$ cat config.mk
export PLATFORM = sky130hd
export DESIGN_NAME = fir_coef_ctrl
export DESIGN_NICKNAME = d
export VERILOG_FILES = /design/src/rtl/fir_coef_ctrl.sv
export SDC_FILE = /design/constraint.sdc
export NUM_CORES = 1
export LEC_CHECK = 0
export ABC_AREA = 1
export CORE_MARGIN = 1.5
export CORE_UTILIZATION = 50
export CTS_CLUSTER_SIZE = 12
export DETAILED_ROUTE_END_ITERATION = 8
export PLACE_DENSITY = 0.77
export SKIP_LAST_GASP = 1
export SLEW_MARGIN = 10
export SYNTH_ARGS = -nofsm -noshare
export SYNTH_HDL_FRONTEND = slang
export SYNTH_SLANG_ARGS = --single-unit
$ cat constraint.sdc
create_clock -name CLK -period 4 [get_ports CLK]
set_input_delay 0.6 -clock CLK [delete_from_list [all_inputs] [get_ports CLK]]
set_output_delay 0.6 -clock CLK [all_outputs]
set_load 0.02 [all_outputs]
$ cat src/rtl/fir_coef_ctrl.sv
// fir_coef_ctrl: double-buffered coefficient loader and sample gate for an
// 11-tap FIR filter. Writes land in a shadow bank; COMMIT drains the
// sample pipeline for DRAIN_CYC+1 cycles, then copies shadow to active.
//
// Ports:
//   CLK, RST_n             clock, synchronous active-low reset
//   DIN_UP, VIN_UP, RDY_UP upstream sample handshake
//   DIN, VIN               registered sample stream to the filter
//   CFG_VALID/ADDR/DATA    coefficient write request, CFG_READY accepts
//   COMMIT                 request to apply shadow coefficients
//   H0..H10                active coefficients
//   BUSY, DONE, ERR        commit in progress, swap pulse, bad-address pulse
module fir_coef_ctrl #(
    parameter int DRAIN_CYC = 16
) (
    input  logic       CLK,
    input  logic       RST_n,
    input  logic [7:0] DIN_UP,
    input  logic       VIN_UP,
    output logic       RDY_UP,
    output logic [7:0] DIN,
    output logic       VIN,
    input  logic       CFG_VALID,
    input  logic [3:0] CFG_ADDR,
    input  logic [7:0] CFG_DATA,
    output logic       CFG_READY,
    input  logic       COMMIT,
    output logic [7:0] H0,
    output logic [7:0] H1,
    output logic [7:0] H2,
    output logic [7:0] H3,
    output logic [7:0] H4,
    output logic [7:0] H5,
    output logic [7:0] H6,
    output logic [7:0] H7,
    output logic [7:0] H8,
    output logic [7:0] H9,
    output logic [7:0] H10,
    output logic       BUSY,
    output logic       DONE,
    output logic       ERR
);

    localparam logic [7:0] DRAIN_LD = 8'(DRAIN_CYC);

    typedef enum logic [1:0] {
        RUN  = 2'd0,
        HOLD = 2'd1,
        SWAP = 2'd2
    } state_t;

    state_t     state;
    state_t     state_nxt;
    logic [7:0] cnt;
    logic [7:0] shadow [11];
    logic [7:0] active [11];
    logic       wr_acc;
    logic       wr_ok;

    assign wr_acc = CFG_VALID & CFG_READY;
    assign wr_ok  = (CFG_ADDR <= 4'd10);

    // State register and drain counter
    always_ff @(posedge CLK) begin
        if (!RST_n) begin
            state <= RUN;
            cnt   <= 8'd0;
        end else begin
            state <= state_nxt;
            if (state == RUN && COMMIT) begin
                cnt <= DRAIN_LD;
            end else if (state == HOLD && cnt != 8'd0) begin
                cnt <= cnt - 8'd1;
            end
        end
    end

    // Next state; COMMIT outside RUN is simply not looked at
    always_comb begin
        state_nxt = state;
        unique case (state)
            RUN:     if (COMMIT) state_nxt = HOLD;
            HOLD:    if (cnt == 8'd0) state_nxt = SWAP;
            SWAP:    state_nxt = RUN;
            default: state_nxt = RUN;
        endcase
    end

    // Outputs decoded from state
    always_comb begin
        RDY_UP    = 1'b0;
        CFG_READY = 1'b0;
        BUSY      = 1'b0;
        DONE      = 1'b0;
        unique case (state)
            RUN: begin
                RDY_UP    = 1'b1;
                CFG_READY = 1'b1;
            end
            HOLD: begin
                BUSY = 1'b1;
            end
            SWAP: begin
                BUSY = 1'b1;
                DONE = 1'b1;
            end
            default: ;
        endcase
    end

    // Coefficient banks; writes are only accepted in RUN, so the swap
    // never races a shadow write.
    always_ff @(posedge CLK) begin
        if (!RST_n) begin
            for (int i = 0; i < 11; i++) begin
                shadow[i] <= 8'd0;
                active[i] <= 8'd0;
            end
        end else begin
            if (wr_acc && wr_ok) begin
                shadow[CFG_ADDR] <= CFG_DATA;
            end
            if (state == SWAP) begin
                for (int i = 0; i < 11; i++) begin
                    active[i] <= shadow[i];
                end
            end
        end
    end

    // Sample path and error flag; gating VIN with RDY_UP keeps the
    // filter input quiet for every cycle after a HOLD or SWAP cycle.
    always_ff @(posedge CLK) begin
        if (!RST_n) begin
            DIN <= 8'd0;
            VIN <= 1'b0;
            ERR <= 1'b0;
        end else begin
            DIN <= DIN_UP;
            VIN <= VIN_UP & RDY_UP;
            ERR <= wr_acc & ~wr_ok;
        end
    end

    assign H0  = active[0];
    assign H1  = active[1];
    assign H2  = active[2];
    assign H3  = active[3];
    assign H4  = active[4];
    assign H5  = active[5];
    assign H6  = active[6];
    assign H7  = active[7];
    assign H8  = active[8];
    assign H9  = active[9];
    assign H10 = active[10];

endmodule

==> results.py <==
metrics = {
    "power": {
        "power_density_mw_per_mm2": 590.5,
        "p_clk_frac": 0.308,
        "power_frac_seq": 0.460,
        "p_leak_nw": 3.968,
        "peakVddDrop_uv": 446.6,
        "combPwrFrac": 0.232,
        "p_sw_frac": 0.2838,
        "internal_power_w": 0.004109,
        "p_sw_w": 0.001628,
        "total_power_w": 0.005737,
    },
    "synthesis": {
        "ys_async_sr_fraction": 0,
        "synth_edf_count": 168,
        "ys.flop_type": "edfxtp_1",
        "syn_nets": 691,
        "synth.most_common_cell": "nor2_1",
        "synth_top_cell_by_area": "edfxtp_1",
        "synth_top_area_frac": 0.6627,
        "synth_seq_cells": 196,
        "avgSynthCellArea_sq_um": 11.53,
        "netlist_instances": 660,
        "syn_area_sq_mm": 0.007612,
        "ys_top_cells_by_area": "edfxtp_1, nor2_1, dfxtp_1",
        "synth_seq_area_share": 0.7364,
        "synth_cell_types": 28,
        "synth_commonest_cells": "nor2_1, edfxtp_1, inv_1, nand2_1, dfxtp_1",
        "synth_warnings": 0,
    },
    "critical_path": {
        "worstPathRequired_ns": 4.06,
        "worstSetupPathType": "in2reg",
        "endpoint_kind": "flip-flop",
        "r2r_start": "state[1]",
        "cp_max_fo": 8,
        "rr_worst_depth": 10,
        "reg2reg_to": "shadow[3][2]",
        "reg2reg_slack_ns": 1.55,
        "critPathLaunchType": "input pin",
        "arrival_ns": 2.72,
    },
    "timing": {
        "holdWs_ns": 0.4753,
        "fin_crit_ns": 2.660,
        "fin_crit_sh": 0.6649,
        "relSlewSlack": 0.4529,
        "max_freq_mhz": 376.0,
        "hold_viol_final": 0,
        "setup_ws_ns": 1.340,
        "finClkSkew_ns": 0.01069,
        "finalSetupViolations": 0,
        "rsz0062_at_grt": "false",
        "tns_ns": 0,
        "drv_slew": 0,
        "worst_slew_pin_slew_ns": 0.8207,
    },
    "floorplanning": {
        "dieArea_sq_mm": 0.01597,
        "start_util": 0.5179,
        "dieWidth_microns": 126.4,
        "boundaryPins": 127,
        "die_h_microns": 126.4,
        "core-area_sq_mm": 0.01470,
        "rows": 44,
    },
    "finish": {
        "drive_gt1_frac": 0.08035,
        "nets": 827,
        "syn2layout_area_growth_pct": 27.63,
        "fill_cells": 1051,
        "final_cells": 993,
        "num_antenna_cells": 0,
    },
    "global_routing": {
        "first_global_vias": 4849,
        "antenna_found_initial": 0,
        "grt_pass1_wl_microns": 24430,
        "grt-ovfl-total": 0,
        "grtUsageTotal": 0.2010,
        "grt_max_degree": 58,
    },
    "placement": {
        "place_congestion": 0.8189,
        "hpwlAfterDp_microns": 10220,
        "dp_cells": 961,
        "pre_cts_slack_ns": 0.9539,
        "portBuffers": 126,
    },
    "route": {
        "num_vias": 4862,
        "drc": 0,
        "drt_pass1_iterations": 5,
        "drt_iter0_drc": 546,
        "ant_nets": 0,
        "vias_per_cell": 4.896,
        "wire_per_inst_microns": 15.13,
        "routed_wl_microns": 15020,
    },
    "clock_network": {
        "htree_levels": 4,
        "ctsResizeCount": 0,
        "cts_root_buf": "clkbuf_16",
        "cts_sinks": 196,
        "path_clk_slew_ns": 0.07,
        "insertion_delay_ns": 0.43,
        "numCtsBuffers": 17,
        "cts.hold.buffers_added": 0,
        "cts_buffer_depth": 2,
        "cts_tree": "done",
        "post_cts_buffers": 0,
    },
    "worst_hold_path": {
        "holdPathEnd": "cnt[0]",
        "min_path_type": "reg2reg",
        "worstHoldPathCells": 2,
        "worstHoldStart": "cnt[0]",
    },
    "run_status": {
        "status": "completed",
    },
    "flow_run": {
        "maxCapViolCount": 0,
    },
}
-- area by class of cell --
cell class / count / area, sq um / area share
Tap cell: 184 / 230.2 / 0.02370
Sequential cell: 196 / 5605 / 0.5769
Inverter: 130 / 493.0 / 0.05074
Timing Repair Buffer: 130 / 1304 / 0.1342
Multi-Input combinational cell: 321 / 1466 / 0.1509
Clock inverter: 13 / 183.9 / 0.01893
Clock buffer: 19 / 432.9 / 0.04456
-- cells by family after synthesis --
| family | after synthesis | share of synthesized area |
|---|---|---|
| buf+inv | 143 | 0.07166 |
| fa+ha+maj | 6 | 0.009862 |
| compound gates | 17 | 0.01364 |
| xor+xnor | 1 | 0.001151 |
| flops | 196 | 0.7364 |
| simple gates | 297 | 0.1673 |
-- power by group through the flow --
stage | combinational (W) | clock [W] | sequential [W]
final | 0.00133 | 0.00176 | 0.00264
after global routing | 0.00145 | 0.00186 | 0.00267
after CTS | 0.00134 | 0.00178 | 0.00265
after detailed placement | 0.00133 | 0 | 0.00269
after global placement | 0.00129 | 0 | 0.00268
after floorplan | 0.000521 | 0 | 0.00291
-- critical path, stage by stage --
cell and delay, ns:
clkdlybuf4s50_1 0.75, nand2_1 0.11, nand2_1 0.10, nand2_2 0.10, nand2_4 0.15, inv_6 0.08, o21ai_4 0.10, nand2_1 0.08
a21oi_1 0.64
-- layer usage --
layer / part of all wire / GRT usage
met2: 0.49 / 0.3282
met4: 0.019 / 0.08249
met1: 0.41 / 0.2560
met3: 0.077 / 0.05567
met5: 0 / 0
-- per-stage QoR --
step	utilization	instance area, sq um
after global routing	0.6610	9716
final	0.6610	9716
after CTS	0.6610	9716
after global placement	0.6190	9099
after detailed placement	0.6190	9099
after floorplan	-	7612
-- placed cells by master (no fill, tap or decap), types with 2 or more instances in the layout --
cell / Yosys / final
ha_1: 6 / 6
nand2_2: 11 / 12
clkbuf_1: 12 / 2
o21ai_0: 2 / 2
buf_4: 1 / 3
inv_1: 125 / 125
clkinv_4: 0 / 3
bufinv_16: 0 / 4
nor2_1: 185 / 185
nor2_4: 3 / 3
clkdlybuf4s50_1: 0 / 126
nand4_2: 2 / 2
o21bai_1: 3 / 3
clkinv_2: 0 / 3
inv_2: 4 / 4
edfxtp_1: 168 / 168
nand2_4: 3 / 3
and2_1: 2 / 2
dfxtp_1: 28 / 28
nand2_1: 78 / 77
nand3_1: 7 / 7
a21oi_1: 10 / 10
clkbuf_16: 0 / 17
clkinvlp_4: 0 / 3
-- how the worst max path moves through the flow --
stage | start | endpoint | slack (ns) | cells past startpoint
floorplan | state[0] | active[0][0] | 1.73 | 3
global placement | CFG_ADDR[1] | shadow[9][4] | 1.13 | 9
detailed placement | CFG_ADDR[1] | shadow[9][7] | 0.95 | 9
CTS | CFG_ADDR[1] | shadow[9][2] | 1.39 | 9
global route | CFG_ADDR[1] | shadow[9][0] | 1.28 | 9
finish | CFG_ADDR[1] | shadow[9][4] | 1.34 | 9
-- sequential cells by signal, indices dropped and copies added (netlist names) --
register  cells
cnt           8
state         2
ERR           1
VIN           1
shadow       88
DIN           8
active       88
Note: power is estimated with default switching activity, not from simulation.
